==> config.mk <==
export PLATFORM = sky130hd
export DESIGN_NAME = numa_framer
export DESIGN_NICKNAME = d
export VERILOG_FILES = /design/src/rtl/numa_pkg.sv /design/src/rtl/numa_byte_shifter.sv /design/src/rtl/numa_framer.sv
export SDC_FILE = /design/constraint.sdc
export NUM_CORES = 1
export LEC_CHECK = 0
export CAP_MARGIN = 15
export CELL_PAD_IN_SITES_DETAIL_PLACEMENT = 1
export CELL_PAD_IN_SITES_GLOBAL_PLACEMENT = 1
export CORE_AREA = 5 5 146 183
export CTS_CLUSTER_SIZE = 16
export DETAILED_ROUTE_END_ITERATION = 12
export DIE_AREA = 0 0 151 188
export HOLD_SLACK_MARGIN = 0.06
export PLACE_DENSITY_LB_ADDON = 0.12
export REMOVE_ABC_BUFFERS = 1
export SYNTH_ARGS = -nofsm -noshare
export SYNTH_HDL_FRONTEND = slang
export SYNTH_SLANG_ARGS = --single-unit
==> constraint.sdc <==
create_clock -name clk -period 3.3 [get_ports clk]
set_clock_uncertainty 0.15 [all_clocks]
set_input_delay 0.66 -clock clk [delete_from_list [all_inputs] [get_ports clk]]
set_output_delay 0.66 -clock clk [all_outputs]
set_load 0.05 [all_outputs]
==> src/rtl/numa_pkg.sv <==
// rtl/numa_pkg.sv - shared NUMA frame layout and framer state encoding
package numa_pkg;

    localparam int FRAME_BYTES = 12;
    localparam int FRAME_BITS  = 96;

    // Byte offsets of each word inside the frame, MSB first within a word
    localparam int LAT_OFS = 0;
    localparam int LON_OFS = 4;
    localparam int TS_OFS  = 8;

    typedef enum logic [1:0] {
        IDLE = 2'd0,
        SEND = 2'd1,
        GAP  = 2'd2
    } state_t;

endpackage

==> src/rtl/numa_byte_shifter.sv <==
// rtl/numa_byte_shifter.sv - holds the active frame and selects the current byte
module numa_byte_shifter
    import numa_pkg::*;
(
    input  logic                  clk,
    input  logic                  rst,
    input  logic                  load,
    input  logic [FRAME_BITS-1:0] frame,
    input  logic                  advance,
    output logic [7:0]            data,
    output logic                  last_byte
);

    logic [FRAME_BITS-1:0] active;
    logic [FRAME_BITS-1:0] aligned;
    logic [3:0]            byte_idx;

    always_ff @(posedge clk or negedge rst) begin
        if (!rst) begin
            active   <= '0;
            byte_idx <= '0;
        end else if (load) begin
            active   <= frame;
            byte_idx <= '0;
        end else if (advance && !last_byte) begin
            byte_idx <= byte_idx + 4'd1;
        end
    end

    // Left-align the selected byte so the output is always the top 8 bits
    assign aligned   = active << {byte_idx, 3'b000};
    assign data      = aligned[FRAME_BITS-1 -: 8];
    assign last_byte = (byte_idx == 4'(FRAME_BYTES - 1));

endmodule

==> src/rtl/numa_framer.sv <==
// rtl/numa_framer.sv - serializes lat/lon/timestamp triples into 12-byte frames
module numa_framer
    import numa_pkg::*;
#(
    parameter int GAP_CYCLES = 2,
    parameter int CNT_W      = 16
) (
    input  logic             clk,
    input  logic             rst,
    input  logic [31:0]      latitude,
    input  logic [31:0]      longitude,
    input  logic [31:0]      timestamp,
    input  logic             in_valid,
    output logic             in_ready,
    output logic [7:0]       data_out,
    output logic             data_valid,
    input  logic             data_ready,
    output logic             frame_done,
    output logic [CNT_W-1:0] frame_count,
    output logic             busy
);

    localparam logic [3:0] GAP_LAST = 4'((GAP_CYCLES > 0) ? GAP_CYCLES - 1 : 0);

    state_t                state, state_next;
    logic [FRAME_BITS-1:0] pend;
    logic                  pend_full;
    logic                  load, transfer, accept, frame_end, last_byte;
    logic [3:0]            gap_cnt;
    logic [7:0]            shift_byte;

    assign in_ready = !pend_full;
    assign load     = in_valid && in_ready;
    assign busy     = (state != IDLE) || pend_full;
    assign data_out = data_valid ? shift_byte : 8'h00;

    always_ff @(posedge clk or negedge rst) begin
        if (!rst) state <= IDLE;
        else      state <= state_next;
    end

    always_comb begin
        state_next = state;
        transfer   = 1'b0;
        data_valid = 1'b0;
        accept     = 1'b0;
        frame_end  = 1'b0;
        case (state)
            IDLE: begin
                if (pend_full) begin
                    transfer   = 1'b1;
                    state_next = SEND;
                end
            end
            SEND: begin
                data_valid = 1'b1;
                accept     = data_ready;
                if (data_ready && last_byte) begin
                    frame_end  = 1'b1;
                    state_next = (GAP_CYCLES == 0) ? IDLE : GAP;
                end
            end
            GAP: begin
                if (gap_cnt == GAP_LAST) state_next = IDLE;
            end
            default: state_next = IDLE;
        endcase
    end

    // Load and transfer are mutually exclusive: one needs the slot empty, the other full
    always_ff @(posedge clk or negedge rst) begin
        if (!rst) begin
            pend        <= '0;
            pend_full   <= 1'b0;
            gap_cnt     <= '0;
            frame_done  <= 1'b0;
            frame_count <= '0;
        end else begin
            frame_done <= frame_end;
            if (frame_end) frame_count <= frame_count + CNT_W'(1);
            if (load) begin
                pend      <= {latitude, longitude, timestamp};
                pend_full <= 1'b1;
            end else if (transfer) begin
                pend_full <= 1'b0;
            end
            if (state == GAP) gap_cnt <= gap_cnt + 4'd1;
            else              gap_cnt <= '0;
        end
    end

    numa_byte_shifter u_shifter (
        .clk       (clk),
        .rst       (rst),
        .load      (transfer),
        .frame     (pend),
        .advance   (accept),
        .data      (shift_byte),
        .last_byte (last_byte)
    );

endmodule

==> impl_metrics.py <==
metrics = {
    "timing": {
        "worst_pin_slew_ns": 0.658,
        "hold_violations": 0,
        "period_needed_ns": 3.12,
        "max_clock_freq_ghz": 0.320,
        "max_slew_margin_pct": 55.9,
        "rsz0062_at_grt": "no",
        "setup-violations-final": 0,
        "setup_ws_ns": 0.180,
        "slew_violations": 0,
        "fin_crit_sh_pct": 94.6,
    },
    "power": {
        "pwr-share-comb_pct": 38.0,
        "p_sw_w": 0.00399,
        "sw_frac_of_total_pct": 33.3,
        "pwr-share-seq_pct": 39.3,
        "powerDensity_mw_per_mm2": 1030,
        "internal_power_w": 0.00800,
        "vdd.ir_drop.worst_uv": 535,
        "clock_power_share_pct": 22.7,
        "leakage_nw": 4.94,
    },
    "logic_synthesis": {
        "ys_seq_area_share_pct": 59.7,
        "ys_ff_latch": 220,
        "synth_warnings": 0,
        "syn_inst": 616,
        "avgSynthCellArea_um2": 15.0,
        "syn_area_mm2": 0.00922,
        "synth.distinct_cells": 33,
    },
    "cells_and_area": {
        "drive_above_1_share_pct": 35.1,
        "area_growth_pct": 26.7,
        "layout_commonest_cell": "dfrtp_1",
        "final_nets": 855,
        "finalInstanceArea_mm2": 0.0117,
        "fill_cells": 2498,
        "diodes": 0,
        "final_cell_mix": "219 x dfrtp_1, 193 x mux2_2, 118 x clkdlybuf4s50_1",
    },
    "global_route": {
        "antenna_found_initial": 0,
        "gr-total-overflow": 0,
        "grt_usage_pct": 15.1,
        "first_global_vias": 6272,
        "grt_pass1_wl_um": 34200,
        "grt_max_degree": 97,
    },
    "clocking": {
        "cts_max_level": 1,
        "cts-resized-gates": 0,
        "cts_inserted_buffers": 24,
        "cts_setup_buffers": 0,
        "cts-root-buf": "clkbuf_16",
        "cts_sinks": 220,
        "ctsHoldBuffers": 1,
        "cts_tree": "built",
        "cts_buffer_depth": 3,
        "clkLatencyLatePin_ns": 0.51,
        "clkTransAtPathRegs_ns": 0.06,
    },
    "worst_setup_path": {
        "crit_top_cell": "nand2b_1",
        "cp_top_family": "simple AND/OR/NAND/NOR gates",
        "max_stage_delay_ns": 0.44,
        "cp-end-kind": "output pin",
        "arrival_ns": 2.31,
        "crit_buf_inv": 2,
        "worstPathRequired_ns": 2.49,
        "cp_cell_sequence": "nand2b_1 > inv_1 > nand2b_1 > o22ai_1 > buf_4",
        "path_max_fanout": 8,
        "cpMaxStageDelayCell": "dfrtp_1",
        "crit_type": "flip-flop to output pin",
        "startpoint_type": "flip-flop",
    },
    "placed_design": {
        "post-dp-hpwl_um": 14600,
        "post_dp_cell_area_mm2": 0.0109,
        "io_buffers": 127,
        "place_ws_ns": 0.655,
        "gp_congestion": 0.739,
    },
    "floorplanning": {
        "die_h_um": 188,
        "design.core.area_mm2": 0.0249,
        "rows": 65,
        "start_util_pct": 37.0,
        "io_pins": 128,
        "die_w_um": 151,
        "dieArea_mm2": 0.0284,
    },
    "drt": {
        "drc": 0,
        "first_pass_iters": 4,
        "num_vias": 5401,
        "vias_per_cell": 4.91,
        "totalWireLength_um": 20800,
        "wl_per_cell_um": 18.9,
        "drt-initial-drc-count": 224,
        "drtAntennaViolNets": 0,
    },
    "min_path": {
        "hold_path.class": "flip-flop to flip-flop",
    },
    "job": {
        "drv_cap": 0,
    },
    "run_status": {
        "status": "complete, no violations",
    },
}
per-stage QoR:
stage	utilization, %	TNS (ns)	power, W	hold slack [ns]	std cells
4_1_cts	46.9	0	0.0122	0.329	1099
3_5_place_dp	43.6	0	0.00944	0.317	1059
5_1_grt	46.9	0	0.0128	0.338	1099
3_3_place_gp	43.6	0	0.00925	0.317	1059
6_report	46.9	0	0.0120	0.319	1099
2_1_floorplan	-	-433.02	0.00791	0.214	581
final timing paths:
path / start / end / slack (ns) / depth (start not counted)
worst max-delay path: state[1]$_DFFE_PN0P_ / data_out[6] / 0.18 / 5
worst min-delay path: frame_count[15]$_DFFE_PN0P_ / frame_count[15]$_DFFE_PN0P_ / 0.32 / 1
worst max register to register: u_shifter.byte_idx[0]$_DFFE_PN0P_ / frame_count[9]$_DFFE_PN0P_ / 1.15 / 6
worst min register to register: frame_count[15]$_DFFE_PN0P_ / frame_count[15]$_DFFE_PN0P_ / 0.32 / 1
max in group asynchronous: rst / u_shifter.active[31]$_DFFE_PN0P_ / 1.49 / 3
min in group asynchronous: rst / pend[60]$_DFFE_PN0P_ / 0.57 / 2
synthesized netlist by cell type:
library cell	number	area, um2
a21o_1	1	7.51
a22oi_1	8	60.1
and3_1	4	25.0
and4_1	4	35.0
buf_1	1	3.75
buf_2	15	75.1
buf_4	15	113
buf_6	1	11.3
buf_8	1	15.0
clkbuf_1	2	7.51
dfrtp_1	220	5510
ha_1	4	50.1
inv_1	11	41.3
mux2_2	193	2170
mux2i_1	33	330
mux4_2	8	180
nand2_1	12	45.0
nand2b_1	3	18.8
nand3_1	23	115
nand3b_1	1	7.51
nand4_1	5	31.3
nand4b_1	1	8.76
nand4bb_1	1	11.3
nor2_1	12	45.0
nor2_4	1	11.3
nor2b_1	3	18.8
nor3_2	1	10.0
nor3_4	1	16.3
nor3b_1	1	7.51
o22ai_1	9	56.3
or3_1	1	6.26
xnor2_1	15	131
xor2_1	5	43.8
power by group through the flow:
stage	Combinational, W	Sequential [W]	Clock [W]
final	0.00456	0.00472	0.00272
after global routing	0.00495	0.00488	0.00295
after CTS	0.00467	0.00474	0.00283
after detailed placement	0.00465	0.00479	0
after global placement	0.00453	0.00472	0
after floorplan	0.00331	0.00460	0
kinds of logic after synthesis:
logic type	synth area share [%]
fa+ha+maj	0.543
compound gates	1.34
mux	29.1
flops	59.7
buf+inv	2.89
xor+xnor	1.90
simple gates	4.48
flip-flops by register name, indices dropped and copies added (netlist names):
name and count:
gap_cnt 4, pend 96, u_shifter.active 96, frame_done 1, state 2, u_shifter.byte_idx 4
frame_count 16, pend_full 1
final cells by class:
type	count	area [um2]	share of cell area, %
clock buffers	35	743	6.37
inverters	11	41.3	0.354
multi-input cells	350	3460	29.6
well taps	335	419	3.59
repair buffers	144	1440	12.3
flip-flops and latches	220	5510	47.2
clock inverters	4	70.1	0.600
routing by layer:
| layer | routed length [um] | GRT usage (%) | up-vias |
|---|---|---|---|
| met3 | 894 | 2.68 | 24 |
| li1 | - | - | 2466 |
| met1 | 8570 | 19.1 | 2809 |
| met5 | 0 | 0 | - |
| met4 | 310 | 3.31 | 0 |
| met2 | 11000 | 26.7 | 102 |
Note: power is estimated with default switching activity, not from simulation.
